File: src/rtl/div_ctrl_pkg.sv
// Shared definitions for the HI/LO divide controller: FSM encoding and
// the fixed timeout and divide-by-zero constants.
package div_ctrl_pkg;

  typedef enum logic [1:0] {
    ST_IDLE  = 2'd0,
    ST_RUN   = 2'd1,
    ST_DONE  = 2'd2,
    ST_ABORT = 2'd3
  } div_state_t;

  localparam logic [5:0]  DIV_TIMEOUT = 6'd63;
  localparam logic [31:0] DZ_LO       = 32'hFFFF_FFFF;

endpackage

File: src/rtl/div_ctrl.sv
// EX-stage controller for an external iterative divider: accepts DIV/DIVU,
// stalls the pipeline while the core runs and writes HI/LO once per divide.
module div_ctrl
  import div_ctrl_pkg::*;
(
  input  logic        clk,
  input  logic        rst,
  input  logic        ex_div_req,
  input  logic        ex_is_unsign,
  input  logic [31:0] ex_op_a,
  input  logic [31:0] ex_op_b,
  input  logic        flush,
  input  logic        stall_all,
  output logic        ex_stall,
  output logic        hilo_we,
  output logic [31:0] hi_wdata,
  output logic [31:0] lo_wdata,
  output logic        dz_flag,
  output logic        timeout,
  output logic        core_en,
  output logic        core_ready,
  output logic        core_flush,
  output logic        core_unsign,
  output logic [31:0] core_a,
  output logic [31:0] core_b,
  input  logic        core_busy,
  input  logic [63:0] core_out
);

  div_state_t  state_reg, state_next;
  logic        seen_busy_reg, seen_busy_next;
  logic [5:0]  wdog_reg, wdog_next;
  logic [31:0] hi_reg, hi_next;
  logic [31:0] lo_reg, lo_next;
  logic [31:0] a_reg, a_next;
  logic [31:0] b_reg, b_next;
  logic        unsign_reg, unsign_next;

  logic is_idle, is_run, is_done, is_abort;
  logic accept, div_zero, capture;

  assign is_idle  = (state_reg == ST_IDLE);
  assign is_run   = (state_reg == ST_RUN);
  assign is_done  = (state_reg == ST_DONE);
  assign is_abort = (state_reg == ST_ABORT);

  // rst gates acceptance so the combinational outputs are also 0 in reset
  assign accept   = rst & is_idle & ex_div_req & ~flush;
  assign div_zero = (ex_op_b == 32'd0);
  assign capture  = is_run & seen_busy_reg & ~core_busy;

  always_comb begin
    state_next     = state_reg;
    seen_busy_next = seen_busy_reg;
    wdog_next      = wdog_reg;
    hi_next        = hi_reg;
    lo_next        = lo_reg;
    a_next         = a_reg;
    b_next         = b_reg;
    unsign_next    = unsign_reg;
    case (state_reg)
      ST_IDLE: begin
        if (accept) begin
          if (div_zero) begin
            hi_next    = ex_op_a;
            lo_next    = DZ_LO;
            state_next = ST_DONE;
          end else begin
            a_next         = ex_op_a;
            b_next         = ex_op_b;
            unsign_next    = ex_is_unsign;
            seen_busy_next = 1'b0;
            wdog_next      = 6'd0;
            state_next     = ST_RUN;
          end
        end
      end
      ST_RUN: begin
        wdog_next = wdog_reg + 6'd1;
        if (core_busy) seen_busy_next = 1'b1;
        if (capture) begin
          hi_next    = core_out[63:32];
          lo_next    = core_out[31:0];
          state_next = ST_DONE;
        end else if (wdog_next == DIV_TIMEOUT) begin
          state_next = ST_ABORT;
        end
      end
      ST_DONE:  if (!stall_all) state_next = ST_IDLE;
      ST_ABORT: state_next = ST_IDLE;
      default:  state_next = ST_IDLE;
    endcase
    if (flush) state_next = ST_IDLE;
  end

  always_ff @(posedge clk or negedge rst) begin
    if (!rst) begin
      state_reg     <= ST_IDLE;
      seen_busy_reg <= 1'b0;
      wdog_reg      <= 6'd0;
      hi_reg        <= 32'd0;
      lo_reg        <= 32'd0;
      a_reg         <= 32'd0;
      b_reg         <= 32'd0;
      unsign_reg    <= 1'b0;
    end else begin
      state_reg     <= state_next;
      seen_busy_reg <= seen_busy_next;
      wdog_reg      <= wdog_next;
      hi_reg        <= hi_next;
      lo_reg        <= lo_next;
      a_reg         <= a_next;
      b_reg         <= b_next;
      unsign_reg    <= unsign_next;
    end
  end

  assign ex_stall    = accept | is_run;
  assign dz_flag     = accept & div_zero;
  assign hilo_we     = is_done & ~stall_all & ~flush;
  assign timeout     = is_abort & ~flush;
  // once the core has been seen busy, dropping core_en stops it restarting
  assign core_en     = is_run & ~(seen_busy_reg & ~core_busy);
  assign core_ready  = is_done;
  assign core_flush  = rst & (flush | is_abort);
  assign core_unsign = unsign_reg;
  assign core_a      = a_reg;
  assign core_b      = b_reg;
  assign hi_wdata    = hi_reg;
  assign lo_wdata    = lo_reg;

endmodule

File: config.mk
export PLATFORM = sky130hd
export DESIGN_NAME = div_ctrl
export DESIGN_NICKNAME = d
export VERILOG_FILES = /design/src/rtl/div_ctrl_pkg.sv /design/src/rtl/div_ctrl.sv
export SDC_FILE = /design/constraint.sdc
export NUM_CORES = 1
export LEC_CHECK = 0
export CAP_MARGIN = 20
export CORE_MARGIN = 1.5
export CORE_UTILIZATION = 40
export CTS_CLUSTER_DIAMETER = 50
export CTS_CLUSTER_SIZE = 28
export DETAILED_ROUTE_END_ITERATION = 12
export PLACE_DENSITY = 0.78
export SETUP_SLACK_MARGIN = 0.4
export SLEW_MARGIN = 20
export SYNTH_ARGS = -nofsm -noshare
export SYNTH_HDL_FRONTEND = slang
export SYNTH_SLANG_ARGS = --single-unit
File: constraint.sdc
create_clock -name clk -period 4.7 [get_ports clk]
set_input_delay 0.705 -clock clk [delete_from_list [all_inputs] [get_ports clk]]
set_output_delay 0.705 -clock clk [all_outputs]
set_load 0.005 [all_outputs]
==> results of run 1 <==
==> final cells by class <==
type,count,area (µm²)
clock buffers,22,494
inverters,2,7.51
multi-input cells,296,2300
repair buffers,277,2760
well taps,184,230
flip-flops and latches,138,3450
fillers,1095,5190
clock inverters,10,161
==> synthesized netlist by cell type (2+ instances only) <==
cell type	number	area, µm²
a31oi_1	32	200
nor2b_1	4	25.0
buf_1	2	7.51
mux2_4	63	946
nor4_1	8	50.1
or3_1	3	18.8
nand2_1	73	274
a21oi_1	36	180
clkbuf_1	16	60.1
inv_1	2	7.51
dfrtp_1	138	3450
buf_6	2	22.5
buf_4	4	30.0
nand2b_1	2	12.5
buf_2	3	15.0
o21ai_0	2	10.0
o22ai_1	2	12.5
ha_1	2	25.0
or2_2	3	18.8
o22a_1	32	280
mux2_2	2	22.5
nand4_1	3	18.8
buf_12	6	120
nor2_1	5	18.8
nand3_1	13	65.1
==> metal layers <==
layer,track usage [%],vias to the layer above
li1,-,2217
met2,38.8,180
met4,10.5,0
met3,5.18,39
met5,0,-
met1,28.9,2441
==> kinds of logic after synthesis <==
kind of cell	count (synthesis)	share of synthesized area, %
AOI/OAI and AO/OA	108	11.9
muxes	65	16.2
xor gates and xnor gates	2	0.293
DFF	138	57.8
adders and majority gates	2	0.418
buffers and inverters	35	4.39
and+or+nand+nor	119	9.00
==> worst min-delay path by stage <==
| stage | from | to | slack, ps | cells after the start |
|---|---|---|---|---|
| floorplan | rst | core_a[0] | 410 | 0 |
| global placement | lo_wdata[16] | lo_wdata[16] | 470 | 1 |
| detailed placement | lo_wdata[2] | lo_wdata[2] | 480 | 1 |
| CTS | rst | core_b[17] | 320 | 1 |
| global route | rst | lo_wdata[6] | 340 | 1 |
| finish | rst | lo_wdata[30] | 270 | 1 |
==> worst max-delay path, stage by stage <==
cell and delay (ps):
clkdlybuf4s50_1 430, nor4_1 410, nand4_1 350, or2_2 400, nor2_1 90, clkdlybuf4s50_1 510
==> layout by cell type (no fill, tap or decap), types with 3 or more instances in the layout <==
cell type / n
clkbuf_8: 5
o22a_1: 32
clkbuf_16: 17
bufinv_16: 4
a21oi_1: 36
nand3_1: 13
nand2_1: 73
mux2_4: 63
clkdlybuf4s50_1: 269
nor2b_1: 3
a31oi_1: 32
or3_1: 3
clkinv_2: 3
buf_4: 7
nor2_1: 5
dfrtp_1: 138
nand4_1: 3
or2_2: 3
nor4_1: 8
==> through the flow <==
step                power (W)  cells  setup WS, ps  area [µm²]  util (%)
floorplan             0.00250    469          2470        5980         -
global placement      0.00365    897          1140        8740      59.9
detailed placement    0.00371    897          1100        8740      59.9
CTS                   0.00520    929          1090        9400      64.4
global route          0.00541    929           924        9400      64.4
finish                0.00515    929          1100        9400      64.4
==> power by group <==
| group | switching [W] | total (W) | internal [W] |
|---|---|---|---|
| clock | 0.000503 | 0.00146 | 0.000960 |
| sequential | 0.000276 | 0.00191 | 0.00164 |
| combinational | 0.000569 | 0.00177 | 0.00120 |
| total | 0.00135 | 0.00515 | 0.00380 |
==> summary.txt, run 1 <==
Run status
  – Status: finished clean

Place
  – Port bufs: 270
  – Final HPWL DP: 12600 µm
  – Routability cong.: 0.860

CTS
  – Postcts setup bufs: 0
  – CTS tree: built
  – Root Buffer: clkbuf_16
  – Post-CTS sizing: 0
  – CTS H-tree depth: 4
  – CTS clk-pin slew, worst paths: 60 ps
  – Hold-fix buffers at CTS: 0
  – Clk buf depth: 2
  – Number of CTS-inserted buffers: 17
  – Clock latency on the worst-skew pair: 410 ps
  – CTS sink count: 138

Floorplanning
  – Die X: about 130 µm
  – IO Pins: roughly 270
  – Std-Cell Core Area: between 10000 and 15000 µm²
  – Die area: 15700 µm²
  – Die Y: approximately 130 µm
  – Initial Utilization: 41.0%
  – Row count: between 40 and 50

Routing
  – # DRC: 0
  – First-pass DRT Iterations: 4
  – Post-DR wirelength/cell: 19.2 µm
  – WL met3: 929 µm
  – DR vias: 4877
  – DRT met1 WL: 7280 µm
  – Metal2 WL: 9040 µm
  – Uppermost layer routed: met4
  – Via/cell ratio: approximately 5.2
  – Antenna Violating Nets Remaining: 0
  – First-iteration detailed-routing DRC count: approximately 320
  – WL final: roughly 18000 µm

Global routing
  – Global router's overall resource usage: 23.2%
  – Antenna violations before repair: 0
  – Global-route wire length before repair: 28600 µm
  – Total gr overflow: 0
  – Largest net degree at the start of global routing: 72
  – Vias in the first global route: just over 5000

Setup path
  – CP Max Fanout: 3
  – CP endpoint kind: output pin
  – First element of the critical path: ex_op_b[2]
  – Critical path type: in2out
  – Crit path DAT: 2890 ps
  – Setup slack, reg-to-reg: 1700 ps
  – Crit path launch type: input port
  – Cells on worst reg2reg path: 6
  – Crit Reg-Reg Endpoint: hi_wdata[24]
  – Reg2Reg Launch Point: state_reg[0]
  – CP Capture Point: dz_flag
  – Req. time, crit path: between 3000 and 4000 ps

Synth
  – Flops & latches, synth: 138
  – Post-synth cell types: 36
  – Avg Cell Area, Syn: about 13 µm²
  – Post-synth EDFFs: 0
  – Mapped cell area: 5980 µm²
  – Register area share after synthesis: 57.8%
  – Async SR Flop Fraction: 100%
  – Mapped Nets: 606
  – Synth Flop Type: dfrtp_1
  – Yosys warns: 0
  – Mapped Cells: 469

Layout
  – Antenna Cells: 0
  – Final #Nets: 869
  – Share of cells above drive strength 1: 15.4%
  – Area growth, synth to finish: 57.2%

Timing
  – Max-slew violations: 0
  – Final setup violation count: 0
  – Worst Skew: 7.95 ps
  – Worst Tran Pin Value: 982 ps
  – Final hold slack: about 270 ps
  – Setup TNS: 0 ps
  – Unrepaired setup endpoints after global routing: false
  – Max Freq: 0.278 GHz
  – Max-slew headroom: around 34%
  – Final hold viol count: 0
  – Tmin final: 3600 ps
  – Period utilization: 76.6%

Job
  – Max-Cap Viols: 0

Power
  – Leak: 4.10 nW
  – P per Cell Area: 548 nW/µm²
  – VDD IR max: 0.000265 V

Min path
  – Hold crit path type: in2async
Power figures use the tool's default switching activity.
==> run 2, diff against run 1 <==
==> constraint.sdc (replaced) <==
create_clock -name clk -period 3.7 [get_ports clk]
set_input_delay 0.555 -clock clk [delete_from_list [all_inputs] [get_ports clk]]
set_output_delay 0.555 -clock clk [all_outputs]
set_load 0.005 [all_outputs]
==> summary.txt, run 2 (synthesis results as in run 1) <==
Floorplanning
  – Die X: 125 µm (unchanged)
  – Std-Cell Core Area: 14600 µm² (unchanged)
  – Row count: 44 (unchanged)
  – Initial Utilization: 41.0% (unchanged)
  – Die area: 15700 µm² (unchanged)
  – IO Pins: 271 (unchanged)
  – Die Y: 125 µm (unchanged)

Layout
  – Final #Nets: 874 (was 869)
  – Antenna Cells: 0 (unchanged)
  – Area growth, synth to finish: 57.4% (was 57.2%)
  – Highest-count cells in the layout ignoring fill and taps: clkdlybuf4s50_1, dfrtp_1, nand2_1 (unchanged)
  – Core Util, Final: 64.5% (was 64.4%)
  – Share of cells above drive strength 1: 15.7% (was 15.4%)
  – Most common cell after layout, fill and taps aside: clkdlybuf4s50_1 (unchanged)

Place
  – Routability cong.: 0.877 (was 0.860)
  – Final HPWL DP: 13000 µm (was 12600 µm)
  – Port bufs: 270 (unchanged)

Setup path
  – Top cell family by delay on the critical path: simple AND/OR/NAND/NOR gates (unchanged)
  – Crit path launch type: input port (unchanged)
  – Req. time, crit path: 3140 ps (was 3990 ps)
  – CP max stage delay: 520 ps (was 510 ps)
  – CP Max Fanout: 2 (was 3)
  – CP endpoint kind: output pin (unchanged)
  – Worst Path Buf+Inv: 2 (unchanged)
  – CP max-delay cell: clkdlybuf4s50_1 (unchanged)
  – Critical path type: in2out (unchanged)
  – CP cell instances: clkdlybuf4s50_1, nor4_1, nand4_1, or2_2, nor2_1, clkdlybuf4s50_1 (unchanged)
  – Most used cell, CP: clkdlybuf4s50_1 (unchanged)
  – Crit path DAT: 2640 ps (was 2890 ps)

CTS
  – CTS sink count: 138 (unchanged)
  – Clock latency on the worst-skew pair: 410 ps (about the same)
  – Clk buf depth: 2 (unchanged)
  – Number of CTS-inserted buffers: 17 (unchanged)
  – CTS clk-pin slew, worst paths: 60 ps (about the same)
  – Root Buffer: clkbuf_16 (unchanged)
  – Post-CTS sizing: 0 (unchanged)
  – CTS H-tree depth: 4 (unchanged)
  – CTS tree: built (unchanged)

Power
  – Sw Share: 26.8% (was 26.2%)
  – Share of total power in combinational logic: 35.2% (was 34.4%)
  – Leak: 4.09 nW (was 4.10 nW)
  – Sw power: 0.00172 W (was 0.00135 W)
  – Internal power: 0.00470 W (was 0.00380 W)
  – VDD IR max: 0.000363 V (was 0.000265 V)
  – Clock Power Share: 26.9% (was 28.4%)
  – Reg power frac: 37.9% (was 37.2%)
  – P per Cell Area: 683 nW/µm² (was 548 nW/µm²)

Timing
  – Final setup violation count: 0 (unchanged)
  – Tmin final: 3190 ps
  – Worst Skew: 5.37 ps (was 7.95 ps)
  – Max-slew violations: 0 (unchanged)
  – Setup TNS: 0 ps (unchanged)
  – Period utilization: 86.3%
  – Unrepaired setup endpoints after global routing: false (unchanged)
  – Max Freq: 0.313 GHz
  – Final hold viol count: 0 (unchanged)
  – Max-slew headroom: 40.6% (was 34.4%)
  – Worst Tran Pin Value: 891 ps (was 982 ps)

Global routing
  – Global-route wire length before repair: 29000 µm (was 28600 µm)
  – Global router's overall resource usage: 23.8% (was 23.2%)
  – Vias in the first global route: 5214 (was 5190)
  – Largest net degree at the start of global routing: 71 (was 72)
  – Total gr overflow: 0 (unchanged)
  – Antenna violations before repair: 0 (unchanged)

Routing
  – Antenna Violating Nets Remaining: 0 (unchanged)
  – WL final: 18300 µm (was 17800 µm)
  – Post-DR wirelength/cell: 19.6 µm (was 19.2 µm)
  – First-iteration detailed-routing DRC count: 268 (was 323)
  – # DRC: 0 (unchanged)
  – First-pass DRT Iterations: 4 (unchanged)
  – DR vias: 4903 (was 4877)
  – Via/cell ratio: 5.25 (about the same)

Run status
  – Status: finished clean (unchanged)

Min path
  – Hold crit path type: in2async (unchanged)

Job
  – Max-Cap Viols: 0 (unchanged)
==> run 2: changes by cell type in the layout (fill, tap and decap cells not counted), sizes merged <==
cell      delta
buf          +5
bufinv       -1
clkbuf       -1
clkinv       -2
clkinvlp     +4
==> run 2: what timing repair did <==
item                                    CTS  global route
endpoints found under the setup margin    1             0
buffers inserted                          2             0
hold buffers                              0             0
==> run 2: layout make-up <==
cell class	count	area, µm²
Inverter	2	7.51
Timing Repair Buffer	282	2820
Tap cell	184	230
Clock buffer	21	460
Multi-Input combinational cell	296	2300
Fill cell	1093	5180
Clock inverter	11	144
Sequential cell	138	3450
==> run 2: power groups by stage <==
stage	clock, W	combinational (W)	sequential [W]
finish	0.00173	0.00226	0.00244
global route	0.00182	0.00241	0.00251
CTS	0.00175	0.00229	0.00244
detailed placement	0	0.00227	0.00245
global placement	0	0.00224	0.00242
floorplan	0	0.000722	0.00245
==> run 2: final timing paths <==
kind	from	endpoint	slack, ps	cells after the start
setup / recovery	ex_op_b[25]	dz_flag	510	6
hold / removal	rst	wdog_reg[2]	340	2
setup reg to reg	state_reg[1]	hi_wdata[16]	1530	6
hold reg to reg	seen_busy_reg	seen_busy_reg	490	2
max in group asynchronous	rst	lo_wdata[5]	1950	3
min in group clk	seen_busy_reg	seen_busy_reg	490	2
==> run 2: layer usage <==
metal  vias to the layer above  GRT usage (%)  wire length [µm]
li1                       2223              -                 -
met3                        52           5.22               967
met5                         -              0                 0
met4                         0           11.5               702
met2                       206           40.5              9360
met1                      2422           28.6              7260
==> run 2: metrics by stage <==
stage	instances	power (W)	instance area (µm²)	worst slack, ps	hold WS [ps]
after floorplan	469	0.00317	5980	1710	259
after global placement	900	0.00466	8790	426	470
after detailed placement	900	0.00472	8790	362	475
after CTS	934	0.00648	9410	513	387
after global routing	934	0.00675	9410	461	424
final	934	0.00643	9410	508	341
==> run 2: worst register-to-register path, cell delays in order, from the launching register on <==
cell and delay (ps):
dfrtp_1 470, or2_1 300, or3_4 370, nand2_1 80, and2_2 380, buf_12 290
a31oi_1 150
==> run 3, diff against run 2 <==
--- a/config.mk
+++ b/config.mk
@@ -5,15 +5,16 @@
 export SDC_FILE = /design/constraint.sdc
 export NUM_CORES = 1
 export LEC_CHECK = 0
-export CAP_MARGIN = 20
 export CORE_MARGIN = 1.5
 export CORE_UTILIZATION = 40
 export CTS_CLUSTER_DIAMETER = 50
 export CTS_CLUSTER_SIZE = 28
 export DETAILED_ROUTE_END_ITERATION = 12
+export HOLD_SLACK_MARGIN = 0.1
 export PLACE_DENSITY = 0.78
 export SETUP_SLACK_MARGIN = 0.4
 export SLEW_MARGIN = 20
 export SYNTH_ARGS = -nofsm -noshare
 export SYNTH_HDL_FRONTEND = slang
 export SYNTH_SLANG_ARGS = --single-unit
+export TNS_END_PERCENT = 1
==> results of run 3 <==
No change in the layout: final DEF, timing and power equal those of run 2.
